$ cat config.mk
export PLATFORM = sky130hd
export DESIGN_NAME = mem_stage_lsu
export DESIGN_NICKNAME = d
export VERILOG_FILES = /design/src/rtl/rvx_mem_pkg.sv /design/src/rtl/lsu_align.sv /design/src/rtl/mem_stage_lsu.sv
export SDC_FILE = /design/constraint.sdc
export NUM_CORES = 1
export LEC_CHECK = 0
export ABC_AREA = 1
export BUFFER_PORTS_ARGS = -buffer_cell sky130_fd_sc_hd__buf_2
export CAP_MARGIN = 20
export CELL_PAD_IN_SITES_DETAIL_PLACEMENT = 0
export CELL_PAD_IN_SITES_GLOBAL_PLACEMENT = 1
export CORE_MARGIN = 5
export CORE_UTILIZATION = 25
export DETAILED_ROUTE_END_ITERATION = 12
export GPL_ROUTABILITY_DRIVEN = 0
export PLACE_DENSITY_LB_ADDON = 0.1
export SLEW_MARGIN = 15
export SYNTH_ARGS = -nofsm -noshare
export SYNTH_HDL_FRONTEND = slang
export SYNTH_SLANG_ARGS = --single-unit
$ cat constraint.sdc
create_clock -name clk -period 4.3 [get_ports clk]
set_input_delay 0 -clock clk [delete_from_list [all_inputs] [get_ports clk]]
set_output_delay 0 -clock clk [all_outputs]
set_load 0.1 [all_outputs]
$ cat src/rtl/rvx_mem_pkg.sv
// Shared types and constants for the RV32 data-memory path.
// Holds the LSU state encoding and the RV32I load/store Funct3 values.
package rvx_mem_pkg;

  typedef enum logic [1:0] {
    IDLE = 2'd0,
    REQ  = 2'd1,
    RESP = 2'd2,
    DONE = 2'd3
  } lsu_state_t;

  localparam logic [2:0] F3_B  = 3'b000;
  localparam logic [2:0] F3_H  = 3'b001;
  localparam logic [2:0] F3_W  = 3'b010;
  localparam logic [2:0] F3_BU = 3'b100;
  localparam logic [2:0] F3_HU = 3'b101;

endpackage

$ cat src/rtl/lsu_align.sv
// Combinational alignment helper for the MEM-stage LSU: legality check,
// store lane/strobe generation and load byte/half extract with extension.
module lsu_align
  import rvx_mem_pkg::*;
(
  input  logic        we,
  input  logic [2:0]  funct3,
  input  logic [1:0]  offset,
  input  logic [31:0] store_data,
  output logic        legal,
  output logic [31:0] lane_wdata,
  output logic [3:0]  lane_wstrb,
  input  logic [2:0]  load_funct3,
  input  logic [1:0]  load_offset,
  input  logic [31:0] load_word,
  output logic [31:0] load_data
);

  logic [31:0] shifted_s;

  // Funct3 / alignment legality; unsigned variants exist only for loads.
  always_comb begin
    legal = 1'b0;
    case (funct3)
      F3_B:    legal = 1'b1;
      F3_H:    legal = (offset[0] == 1'b0);
      F3_W:    legal = (offset == 2'b00);
      F3_BU:   legal = ~we;
      F3_HU:   legal = ~we & (offset[0] == 1'b0);
      default: legal = 1'b0;
    endcase
  end

  // Store data replicated across lanes; loads carry no strobes.
  always_comb begin
    lane_wdata = 32'h0000_0000;
    lane_wstrb = 4'b0000;
    if (we) begin
      case (funct3[1:0])
        2'b00: begin
          lane_wdata = {4{store_data[7:0]}};
          lane_wstrb = 4'b0001 << offset;
        end
        2'b01: begin
          lane_wdata = {2{store_data[15:0]}};
          lane_wstrb = 4'b0011 << offset;
        end
        default: begin
          lane_wdata = store_data;
          lane_wstrb = 4'b1111;
        end
      endcase
    end else begin
      lane_wdata = 32'h0000_0000;
      lane_wstrb = 4'b0000;
    end
  end

  assign shifted_s = load_word >> {load_offset, 3'b000};

  // Load extract and sign/zero extension of the selected byte or half.
  always_comb begin
    load_data = shifted_s;
    case (load_funct3)
      F3_B:    load_data = {{24{shifted_s[7]}}, shifted_s[7:0]};
      F3_H:    load_data = {{16{shifted_s[15]}}, shifted_s[15:0]};
      F3_BU:   load_data = {24'h00_0000, shifted_s[7:0]};
      F3_HU:   load_data = {16'h0000, shifted_s[15:0]};
      default: load_data = shifted_s;
    endcase
  end

endmodule

$ cat src/rtl/mem_stage_lsu.sv
// MEM-stage load/store unit: request/response handshake to the data bus,
// pipeline stall generation and response timeout detection.
module mem_stage_lsu
  import rvx_mem_pkg::*;
#(
  parameter int TIMEOUT_CYCLES = 255
) (
  input  logic        clk,
  input  logic        reset,
  input  logic        MemReqM,
  input  logic        MemWriteM,
  input  logic [2:0]  Funct3M,
  input  logic [31:0] ALUResultM,
  input  logic [31:0] WriteDataM,
  output logic        StallM,
  output logic [31:0] ReadDataM,
  output logic        MisalignM,
  output logic        BusErrM,
  output logic        bus_req,
  output logic        bus_we,
  output logic [31:0] bus_addr,
  output logic [31:0] bus_wdata,
  output logic [3:0]  bus_wstrb,
  input  logic        bus_ready,
  input  logic        bus_rvalid,
  input  logic [31:0] bus_rdata
);

  localparam int CW = $clog2(TIMEOUT_CYCLES + 1);
  localparam logic [CW-1:0] CNT_LAST = CW'(TIMEOUT_CYCLES - 1);

  lsu_state_t  state_r;
  logic [CW-1:0] cnt_r;
  logic        we_r;
  logic [2:0]  f3_r;
  logic [1:0]  off_r;
  logic [31:0] addr_r;
  logic [31:0] wdata_r;
  logic [3:0]  wstrb_r;
  logic [31:0] rdata_r;
  logic        err_r;

  logic        legal_s;
  logic [31:0] lane_wdata_s;
  logic [3:0]  lane_wstrb_s;
  logic [31:0] load_data_s;

  lsu_align u_align (
    .we          (MemWriteM),
    .funct3      (Funct3M),
    .offset      (ALUResultM[1:0]),
    .store_data  (WriteDataM),
    .legal       (legal_s),
    .lane_wdata  (lane_wdata_s),
    .lane_wstrb  (lane_wstrb_s),
    .load_funct3 (f3_r),
    .load_offset (off_r),
    .load_word   (bus_rdata),
    .load_data   (load_data_s)
  );

  // LSU sequencer: capture, handshake, response wait with timeout.
  always_ff @(posedge clk or posedge reset) begin
    if (reset) begin
      state_r <= IDLE;
      cnt_r   <= '0;
      we_r    <= 1'b0;
      f3_r    <= 3'b000;
      off_r   <= 2'b00;
      addr_r  <= 32'h0000_0000;
      wdata_r <= 32'h0000_0000;
      wstrb_r <= 4'b0000;
      rdata_r <= 32'h0000_0000;
      err_r   <= 1'b0;
    end else begin
      case (state_r)
        IDLE: begin
          if (MemReqM && legal_s) begin
            we_r    <= MemWriteM;
            f3_r    <= Funct3M;
            off_r   <= ALUResultM[1:0];
            addr_r  <= {ALUResultM[31:2], 2'b00};
            wdata_r <= lane_wdata_s;
            wstrb_r <= lane_wstrb_s;
            state_r <= REQ;
          end
        end
        REQ: begin
          if (bus_ready) begin
            cnt_r   <= '0;
            state_r <= RESP;
          end
        end
        RESP: begin
          // A response in the timeout cycle still wins over the error.
          if (bus_rvalid) begin
            rdata_r <= we_r ? 32'h0000_0000 : load_data_s;
            err_r   <= 1'b0;
            state_r <= DONE;
          end else if (cnt_r == CNT_LAST) begin
            rdata_r <= 32'h0000_0000;
            err_r   <= 1'b1;
            state_r <= DONE;
          end else begin
            cnt_r <= cnt_r + {{(CW-1){1'b0}}, 1'b1};
          end
        end
        DONE: begin
          rdata_r <= 32'h0000_0000;
          err_r   <= 1'b0;
          state_r <= IDLE;
        end
        default: state_r <= IDLE;
      endcase
    end
  end

  assign bus_req   = (state_r == REQ);
  assign bus_we    = we_r;
  assign bus_addr  = addr_r;
  assign bus_wdata = wdata_r;
  assign bus_wstrb = wstrb_r;
  assign ReadDataM = rdata_r;
  assign BusErrM   = err_r;
  assign MisalignM = (state_r == IDLE) && MemReqM && !legal_s;
  assign StallM    = ((state_r == IDLE) && MemReqM && legal_s) ||
                     (state_r == REQ) || (state_r == RESP);

endmodule

# Word-level counts from Yosys, hierarchy flattened
# Index checks and enable logic that the tools add are counted.
[word_totals]
ff_bits = 115
word_cells = 74
out_inout_bits = 105
in_bits = 105
[op_classes]
bitwise = 3
n_reduce_logical = 18
muxes = 22
addsub = 1
shift = 3
eq_ne = 17
[ops]
columns = ["op", "n"]
rows = [
  ["$mux W32", 4],
  ["$pmux W32 S2", 2],
  ["$pmux W32 S4", 1],
  ["$shr A32 B5 Y32", 1],
  ["$mux W8", 3],
  ["$pmux W8 S2", 1],
  ["$eq A3 B3 Y1 const B", 4],
  ["$add A8 B1 Y8 const B", 1],
  ["$eq A8 B8 Y1 const B", 1],
  ["$mux W2", 4],
  ["$pmux W2 S4", 1],
  ["$pmux W4 S2", 1],
  ["$eq A3 B1 Y1 const B", 2],
  ["$logic_not A2 Y1", 3],
  ["$logic_not A3 Y1", 2],
  ["$ne A2 B2 Y1 const B", 3],
  ["$pmux W1 S5", 1],
  ["$eq A2 B1 Y1 const B", 2],
  ["$eq A2 B2 Y1 const B", 2],
  ["$logic_and A1 B1 Y1", 4],
  ["$mux W4", 1],
  ["$reduce_and A2 Y1", 2],
  ["$reduce_and A4 Y1", 1],
  ["$reduce_bool A2 Y1", 2],
  ["other kinds (12)", 15],
]

# Logic depth before layout (Yosys ltp)
# Gate-level depths: netlist of the first run.
[logic_depth]
word_depth = 6
ltp_mapped = 11
mapped_depth_nobuf = 11

# By module
# Synthesis of the first run repeated with hierarchy kept, for this count alone.
[hier_totals]
cells_unflattened = 679
area_unflattened_um2 = 6198.4
[modules_own_cells]
columns = ["module", "seq_area_each_um2", "instances", "area_per_inst_um2", "cells_each"]
rows = [
  ["mem_stage_lsu", 2877.8, 1, 4789.6, 403],
  ["lsu_align", 0.0, 1, 1408.9, 276],
]

# Least setup slack after synthesis of the first run
# Ideal clock, no wire load.
[synth_path]
kind = "register to output"
startpoint = "register state_r[0]"
endpoint = "output port MisalignM"
arrival_time_ps = 2224
path_stages_with_launch = 5
slack_ps = 2076
t_required_ps = 4300
path_buffers = 0
path_cell_list = "dfrtp_1 inv_1 ha_1 nand2_1 a21oi_1"
[synth_between]
elab_chain_len = 3
[synth_rtl]
columns = ["item", "line_no", "source"]
rows = [
  ["start: declaration", "mem_stage_lsu.sv:32", "lsu_state_t state_r;"],
  ["start signal: assignment", "mem_stage_lsu.sv:65", "state_r <= IDLE;"],
  ["start signal: assignment", "mem_stage_lsu.sv:85", "state_r <= REQ;"],
  ["start signal: assignment", "mem_stage_lsu.sv:91", "state_r <= RESP;"],
  ["$logic_not A2 Y1", "mem_stage_lsu.sv:125", "assign MisalignM = (state_r == IDLE) && MemReqM && !legal_s;"],
  ["$logic_and A1 B1 Y1 (2 in series)", "mem_stage_lsu.sv:125", ""],
  ["end: declaration", "mem_stage_lsu.sv:17", "output logic MisalignM,"],
]
# No other way between the ends.

# Final worst setup path of the first run
[layout_path]
startpoint = "register state_r[0]"
endpoint = "register wdata_r[10], in the netlist bus_wdata[10]"
[layout_between]
elab_chain_len = 2
[layout_rtl]
columns = ["item", "line_no", "source"]
rows = [
  ["$logic_not A2 Y1", "mem_stage_lsu.sv:76", "case (state_r)"],
  ["$reduce_and A2 Y1 (no source line)", "--", ""],
  ["end signal: assignment", "mem_stage_lsu.sv:83", "wdata_r <= lane_wdata_s;"],
  ["end: declaration", "mem_stage_lsu.sv:38", "logic [31:0] wdata_r;"],
]
# No other way between the ends.
# A chain may end at the register's enable or synchronous reset.

==> impl_metrics.json, run 1 <==
{
  "status": "completed",
  "setup_violations": 0,
  "tightest_slew_ns": 0.856,
  "firstDrtPassIters": 5,
  "path_clk_slew_ns": 0.06,
  "crit_end": "bus_wdata[10]",
  "path_cells": "inv_1 > ha_1 > nand2_1 > nor2_4 > inv_2 > buf_4 > nand2_1 > o21ai_0 > dlygate4sd3_1",
  "worstPathArrival_ns": 3.01,
  "dp.final_hpwl_um": 14700,
  "grt_max_degree": 63,
  "vias": 5838,
  "num-fill-cells": 2430,
  "cts_buffers": 17,
  "track_usage": 0.157,
  "cts_resized": 0,
  "ys_warn_count": 0,
  "die_area_mm2": 0.0263,
  "drive_gt1_frac": 0.255,
  "die_x_um": 162,
  "final_max_slew_viol_count": 0,
  "cts_hold_buf": 83,
  "worst_clock_skew_ns": 0.00937,
  "post-route-period-util": 0.631,
  "finalHoldViolCount": 0,
  "max_freq_mhz": 368,
  "drtIter0Drc": 333,
  "cts_setup_buffers": 0,
  "grt_pass1_wl_um": 32800,
  "cp-start-kind": "flip-flop",
  "critical_path_class": "flip-flop to flip-flop",
  "layout_common_cells": "301 x nand2_1, 207 x buf_2, 115 x dfrtp_1",
  "utilization": 0.374,
  "synth_area_mm2": 0.00579,
  "worst_r2r_endpoint": "bus_wdata[10]",
  "overflow": 0,
  "area_delta_synth_final_pct": 46.6,
  "critPathCaptureType": "flip-flop",
  "cts_root_buf": "clkbuf_16",
  "clk_latency_ns": 0.42,
  "rsz0062_at_grt": "no",
  "r2r_start": "state_r[0]",
  "slew_headroom": 0.430,
  "grt_antenna_before_repair": 0,
  "die_h_um": 162,
  "maxCapViolations": 0,
  "antenna-diode-count": 0,
  "initial_core_util": 0.255,
  "cpMostUsedCell": "nand2_1",
  "min_path_type": "primary input to flip-flop",
  "finalCriticalPeriod_ns": 2.72,
  "cts_tree": "built",
  "routedWlPerCell_um": 15.7,
  "clock-sinks": 115,
  "rows": 55,
  "nNetsFinal": 1137,
  "routed_wl_um": 20700,
  "grt_pass1_vias": 6155,
  "final_common_cell": "nand2_1",
  "io_pins": 210,
  "synth.distinct_cells": 33,
  "core-area_mm2": 0.0227,
  "synth_seq_area_share": 0.497,
  "via_per_inst": 4.42,
  "r2r_cells": 9,
  "netlist_instances": 751,
  "htree_num_levels": 4,
  "drc": 0,
  "final_area_mm2": 0.00849,
  "slowest_delay_ns": 0.56,
  "worstPathRequired_ns": 4.60,
  "antenna_left": 0,
  "r2r_slack_ns": 1.58,
  "crit_slowest_cell": "dlygate4sd3_1",
  "crit_path_start": "state_r[0]",
  "setup_tns_ns": 0,
  "cts_buffer_depth": 2,
  "detailed_place.area_mm2": 0.00701,
  "port_buffers": 207,
  "cp_max_fo": 31,
  "synth_area_per_cell_um2": 7.71,
  "synth_seq_cells": 115
}
==> critical path, delay by kind of cell, from the launching register on <==
kind	cells	cell delay, ns
flip-flops	1	0.41
buffers and inverters	4	1.35
adder cells (fa/ha/maj)	1	0.19
AND/OR/NAND/NOR	3	0.56
AO/OA/AOI/OAI	1	0.07
==> state kept, by name (all words and copies together), names as in the netlist <==
register / flops
bus_wstrb: 4
bus_addr: 30
f3_r: 3
off_r: 2
BusErrM: 1
bus_wdata: 32
cnt_r: 8
ReadDataM: 32
state_r: 2
bus_we: 1
==> metal layers <==
| layer | GRT usage | share of wire |
|---|---|---|
| met1 | 0.206 | 0.46 |
| met2 | 0.251 | 0.45 |
| met3 | 0.0533 | 0.077 |
| met4 | 0.0392 | 0.0098 |
| met5 | 0 | 0 |
==> per-stage QoR <==
| step | hold slack (ns) | setup WS [ns] | cells |
|---|---|---|---|
| 2_1_floorplan | 0.117 | 1.26 | 752 |
| 3_3_place_gp | -0.131 | 1.85 | 1206 |
| 3_5_place_dp | -0.129 | 1.86 | 1207 |
| 4_1_cts | 0.000141 | 1.51 | 1321 |
| 5_1_grt | 0.0199 | 1.26 | 1322 |
| 6_report | 0.0125 | 1.58 | 1322 |
==> kinds of logic after synthesis <==
logic type / count (synthesis) / synth area share
adders and majority gates: 7 / 0.0151
AOI/OAI and AO/OA: 134 / 0.121
other: 1 / 0.000648
buffers and inverters: 87 / 0.0717
xor gates and xnor gates: 3 / 0.00454
DFF: 115 / 0.497
and+or+nand+nor: 404 / 0.290
==> worst min path at each step <==
stage | start | slack, ns | cells past startpoint | to
after floorplan | ALUResultM[10] | 0.12 | 2 | bus_addr[10]
after global placement | reset | -0.13 | 2 | bus_addr[17]
after detailed placement | reset | -0.13 | 2 | bus_addr[17]
after CTS | bus_rdata[24] | 0.0001 | 5 | ReadDataM[24]
after global routing | bus_rdata[25] | 0.02 | 5 | ReadDataM[25]
final | bus_rdata[31] | 0.01 | 5 | ReadDataM[31]
==> Yosys cell counts (all sizes together) <==
master  count  area share
xnor2       1      0.0015
buf        32       0.036
clkbuf     13      0.0086
inv        42       0.027
o22ai       3      0.0032
o21ai      89       0.077
conb        1     0.00065
o21bai      1      0.0013
o221ai      5      0.0076
nand2     304        0.20
nand3b      1      0.0013
nand4       4      0.0054
nand3      59       0.055
nor2       32       0.026
xor2        2      0.0030
dfrtp     115        0.50
ha          7       0.015
a21oi      35       0.030
a211oi      1      0.0013
or2         4      0.0043
==> final cells by class <==
class / instances / area, um2 / area share
Tap cell: 285 / 357 / 0.0420
Sequential cell: 115 / 2880 / 0.339
Multi-Input combinational cell: 550 / 2500 / 0.295
Inverter: 42 / 160 / 0.0189
Clock buffer: 19 / 453 / 0.0534
Clock inverter: 12 / 181 / 0.0214
Timing Repair Buffer: 299 / 1960 / 0.231
Power of run 1 is not shown: default switching activity piles up to over one toggle a cycle in this logic, so the estimate is an artifact.
==> run 2, diff against run 1 <==
==> constraint.sdc (replaced) <==
create_clock -name clk -period 2.5 [get_ports clk]
set_input_delay 0 -clock clk [delete_from_list [all_inputs] [get_ports clk]]
set_output_delay 0 -clock clk [all_outputs]
set_load 0.1 [all_outputs]
==> impl_metrics.json, run 2 (synthesis results as in run 1) <==
{
  "status": "completed",
  "cts_tree": "built",
  "track_usage": 0.158,
  "drtIter0Drc": 273,
  "drive_gt1_frac": 0.258,
  "initial_core_util": 0.255,
  "tightest_slew_ns": 0.698,
  "setup_violations": 0,
  "worstPathArrival_ns": 2.50,
  "grt_antenna_before_repair": 0,
  "finalHoldViolCount": 0,
  "critPathCaptureType": "flip-flop",
  "final_max_slew_viol_count": 0,
  "utilization": 0.377,
  "path_clk_slew_ns": 0.06,
  "cts_buffers": 17,
  "cpMostUsedCell": "nand2_1",
  "port_buffers": 207,
  "crit_slowest_cell": "dlygate4sd3_1",
  "detailed_place.area_mm2": 0.00709,
  "crit_family": "buffers and inverters",
  "worstPathRequired_ns": 2.79,
  "core-area_mm2": 0.0227,
  "grt_max_degree": 116,
  "firstDrtPassIters": 4,
  "dp.final_hpwl_um": 14100,
  "post-route-period-util": 0.884,
  "antenna-diode-count": 0,
  "worst_clock_skew_ns": 0.00907,
  "vias": 5818,
  "grt_pass1_vias": 6162,
  "maxCapViolations": 0,
  "cts_root_buf": "clkbuf_16",
  "routedWlPerCell_um": 15.3,
  "die_h_um": 162,
  "final_area_mm2": 0.00857,
  "num-fill-cells": 2463,
  "rsz0062_at_grt": "no",
  "max_freq_mhz": 452,
  "die_x_um": 162,
  "drc": 0,
  "routed_wl_um": 20400,
  "grt_pass1_wl_um": 33100,
  "antenna_left": 0,
  "clock-sinks": 115,
  "layout_common_cells": "301 x nand2_1, 206 x buf_2, 115 x dfrtp_1",
  "path_cells": "inv_1 > ha_1 > nand2_1 > nor2_4 > inv_2 > buf_12 > nand2_1 > o21ai_0 > dlygate4sd3_1",
  "nNetsFinal": 1148,
  "cp_max_fo": 40,
  "slowest_delay_ns": 0.56,
  "setup_tns_ns": 0,
  "clk_latency_ns": 0.41,
  "overflow": 0,
  "critical_path_class": "flip-flop to flip-flop",
  "cts_buffer_depth": 2,
  "htree_num_levels": 4,
  "rows": 55,
  "path_buf_inv": 4,
  "area_delta_synth_final_pct": 48.0,
  "via_per_inst": 4.36,
  "min_path_type": "primary input to flip-flop",
  "final_common_cell": "nand2_1",
  "io_pins": 210,
  "finalCriticalPeriod_ns": 2.21,
  "cp-start-kind": "flip-flop",
  "slew_headroom": 0.534,
  "die_area_mm2": 0.0263
}
-- run 2: path summary, 6_finish.rpt --
check                              from             to  slack, ns  cells after the start
max in group asynchronous         reset   bus_addr[31]       1.66                      4
setup reg to reg             state_r[0]   bus_wdata[9]       0.29                      9
setup / recovery             state_r[0]   bus_wdata[9]       0.29                      9
hold reg to reg            bus_addr[24]   bus_addr[24]       0.46                      2
min in group asynchronous         reset  bus_wdata[16]       0.32                      4
hold / removal             bus_rdata[3]   ReadDataM[3]       0.02                      5
-- run 2: through the flow --
step / instances / hold slack, ns / setup WS, ns
after global routing: 1334 / 0.0472 / 0.0924
after floorplan: 752 / 0.117 / 0.276
final: 1334 / 0.0157 / 0.290
after global placement: 1213 / 0.203 / 0.506
after CTS: 1332 / 0.00444 / 0.0386
after detailed placement: 1213 / 0.205 / 0.491
-- run 2: layout make-up --
| cell class | instances | area [um2] | share of cell area |
|---|---|---|---|
| sequential | 115 | 2880 | 0.336 |
| multi-input combinational | 550 | 2500 | 0.292 |
| timing repair buffer | 310 | 2090 | 0.243 |
| clock buffer | 20 | 457 | 0.0533 |
| tap | 285 | 357 | 0.0416 |
| inverter | 42 | 161 | 0.0188 |
| clock inverter | 12 | 131 | 0.0153 |
-- run 2: what timing repair did --
item,in CTS,in global routing
endpoints found under the setup margin,0,6
setup buffers,0,2
hold endpoints to repair,193,0
resized for setup,0,2
hold buffers,87,0
-- run 2: metal layers --
metal,GRT usage,up-vias,routed length (um)
li1,-,2987,-
met1,0.207,2654,9330
met2,0.251,173,9310
met3,0.0571,4,1670
met4,0.0365,0,91
met5,0,-,0
-- run 2: worst register-to-register path: stages (launching register included) --
cell           delay (ns)
dfrtp_1              0.41
inv_1                0.12
ha_1                 0.18
nand2_1              0.10
nor2_4               0.19
inv_2                0.17
buf_12               0.21
nand2_1              0.08
o21ai_0              0.07
dlygate4sd3_1        0.56
Power of run 2 is left out for the same reason.
==> run 3, diff against run 2 <==
--- a/config.mk
+++ b/config.mk
@@ -6,13 +6,13 @@
 export NUM_CORES = 1
 export LEC_CHECK = 0
 export ABC_AREA = 1
-export BUFFER_PORTS_ARGS = -buffer_cell sky130_fd_sc_hd__buf_2
 export CAP_MARGIN = 20
 export CELL_PAD_IN_SITES_DETAIL_PLACEMENT = 0
 export CELL_PAD_IN_SITES_GLOBAL_PLACEMENT = 1
-export CORE_MARGIN = 5
+export CORE_MARGIN = 3
 export CORE_UTILIZATION = 25
 export DETAILED_ROUTE_END_ITERATION = 12
+export DONT_BUFFER_PORTS = 1
 export GPL_ROUTABILITY_DRIVEN = 0
 export PLACE_DENSITY_LB_ADDON = 0.1
 export SLEW_MARGIN = 15
==> constraint.sdc (replaced) <==
create_clock -name clk -period 2.5 [get_ports clk]
set_input_delay 0 -clock clk [delete_from_list [all_inputs] [get_ports clk]]
set_output_delay 0 -clock clk [all_outputs]
set_load 0.01 [all_outputs]
==> impl_metrics.json, run 3 (synthesis results as in run 1) <==
{
  "finalHoldViolCount": 0,
  "cp_max_fo": 19,
  "grt_pass1_vias": 5503,
  "status": "completed",
  "routedWlPerCell_um": 16.6,
  "io_pins": 210,
  "via_per_inst": 4.63,
  "critical_path_class": "primary input to flip-flop",
  "htree_num_levels": 4,
  "fin_ws_ns": 0.163,
  "cp-start-kind": "primary input",
  "min_path_type": "primary input to flip-flop",
  "cts_tree": "built",
  "nNetsFinal": 979,
  "final_common_cell": "nand2_1",
  "worstPathRequired_ns": 2.80,
  "dp.final_hpwl_um": 13500,
  "p_per_area_mw_per_mm2": 1110,
  "die_x_um": 158,
  "setup_tns_ns": 0,
  "cts_buffer_depth": 2,
  "drive_gt1_frac": 0.0761,
  "place_ws_ns": 0.481,
  "overflow": 0,
  "clk_latency_ns": 0.43,
  "layout_common_cells": "301 x nand2_1, 125 x dlygate4sd3_1, 115 x dfrtp_1",
  "cts_buffers": 17,
  "ir_worst_vdd_v": 0.000454,
  "grt_antenna_before_repair": 2,
  "path_cells": "dlygate4sd3_1 > inv_2 > nand2_1 > o22ai_1 > dlygate4sd3_1 > o21ai_0 > dlygate4sd3_1",
  "path_clk_slew_ns": 0.06,
  "crit_family": "buffers and inverters",
  "routed_wl_um": 19400,
  "firstDrtPassIters": 4,
  "worstPathArrival_ns": 2.63,
  "grt_pass1_wl_um": 30800,
  "rows": 55,
  "grtUsageMet3": 0.0648,
  "p_leak_nw": 3.89,
  "tightest_slew_ns": 0.853,
  "met2_usage": 0.247,
  "die_area_mm2": 0.0250,
  "slowest_delay_ns": 0.60,
  "cts_root_buf": "clkbuf_16",
  "critPathCaptureType": "flip-flop",
  "final_max_slew_viol_count": 0,
  "drc": 0,
  "utilization": 0.351,
  "slew_headroom": 0.430,
  "busiest_layer": "met2",
  "crit_slowest_cell": "dlygate4sd3_1",
  "total_power_w": 0.00888,
  "track_usage": 0.158,
  "core-area_mm2": 0.0227,
  "path_buf_inv": 4,
  "r2r_slack_ns": 0.23,
  "antenna_left": 0,
  "drtIter0Drc": 377,
  "finalCriticalPeriod_ns": 2.34,
  "vias": 5400,
  "cpMostUsedCell": "dlygate4sd3_1",
  "rsz0062_at_grt": "no",
  "setup_violations": 0,
  "max_freq_mhz": 428,
  "grt_max_degree": 46,
  "maxCapViolations": 0,
  "clock-sinks": 115,
  "initial_core_util": 0.255,
  "port_buffers": 0,
  "die_h_um": 158,
  "globalRouteMet1Util": 0.199,
  "hold_slack_ns": 0.00891,
  "worst_clock_skew_ns": 0.0221,
  "area_delta_synth_final_pct": 37.8,
  "post-route-period-util": 0.935
}
## run 3: cell count changes in the layout (fill, tap and decap cells not counted), moves of 2 or more
| cell | change |
|---|---|
| buf_2 | -206 |
| dlygate4sd3_1 | +38 |
| inv_6 | +4 |
| clkinvlp_4 | -3 |
| bufinv_16 | +2 |
| diode_2 | +2 |
| inv_2 | -2 |
| inv_4 | +2 |
## run 3: worst paths after layout
check / start / end / cells past startpoint
max in group asynchronous: reset / bus_wdata[0] / 3
worst min register to register: cnt_r[4] / cnt_r[4] / 2
worst min-delay path: bus_rdata[17] / ReadDataM[17] / 6
worst max register to register: off_r[0] / ReadDataM[3] / 7
worst max-delay path: Funct3M[1] / bus_wdata[25] / 7
min in group asynchronous: reset / bus_wdata[16] / 2
## run 3: stage by stage
stage               instance area (um2)  instances
floorplan                          5800        752
global placement                   6050       1008
detailed placement                 6050       1008
CTS                                7950       1165
global route                       7980       1167
finish                             7980       1167
## run 3: routing by layer
metal | share of wire | wire (um)
met1 | 0.43 | 8400
met2 | 0.46 | 8930
met3 | 0.088 | 1710
met4 | 0.018 | 342
met5 | 0 | 0
## run 3: power breakdown
part           internal [W]  leakage [nW]  switching (W)  total (W)
combinational       0.00108          2.07        0.00163    0.00271
sequential          0.00257          1.50       0.000947    0.00352
clock               0.00171         0.316       0.000944    0.00265
total               0.00536          3.89        0.00352    0.00888
## run 3: area by class of cell
| cell class | count | area (um2) |
|---|---|---|
| diodes | 2 | 5.00 |
| clock buffers | 18 | 439 |
| clock inverters | 14 | 200 |
| fillers | 2387 | 14700 |
| inverters | 42 | 170 |
| multi-input cells | 550 | 2500 |
| flip-flops and latches | 115 | 2880 |
| well taps | 285 | 357 |
| repair buffers | 141 | 1430 |
## run 3: worst min-delay path, stage by stage
cell and delay (ns):
nand2_1 0.05, nand2_1 0.06, nand2_1 0.08, a21oi_1 0.07, nand2_1 0.07, nand2_1 0.05
## run 3: repair_timing
action	4_1_cts	5_1_grt
hold buffers	125	0
endpoints found under the setup margin	0	8
endpoints found under the hold margin	133	0
buffers inserted	0	0
gates resized for setup	0	9
Power figures use the tool's default switching activity.
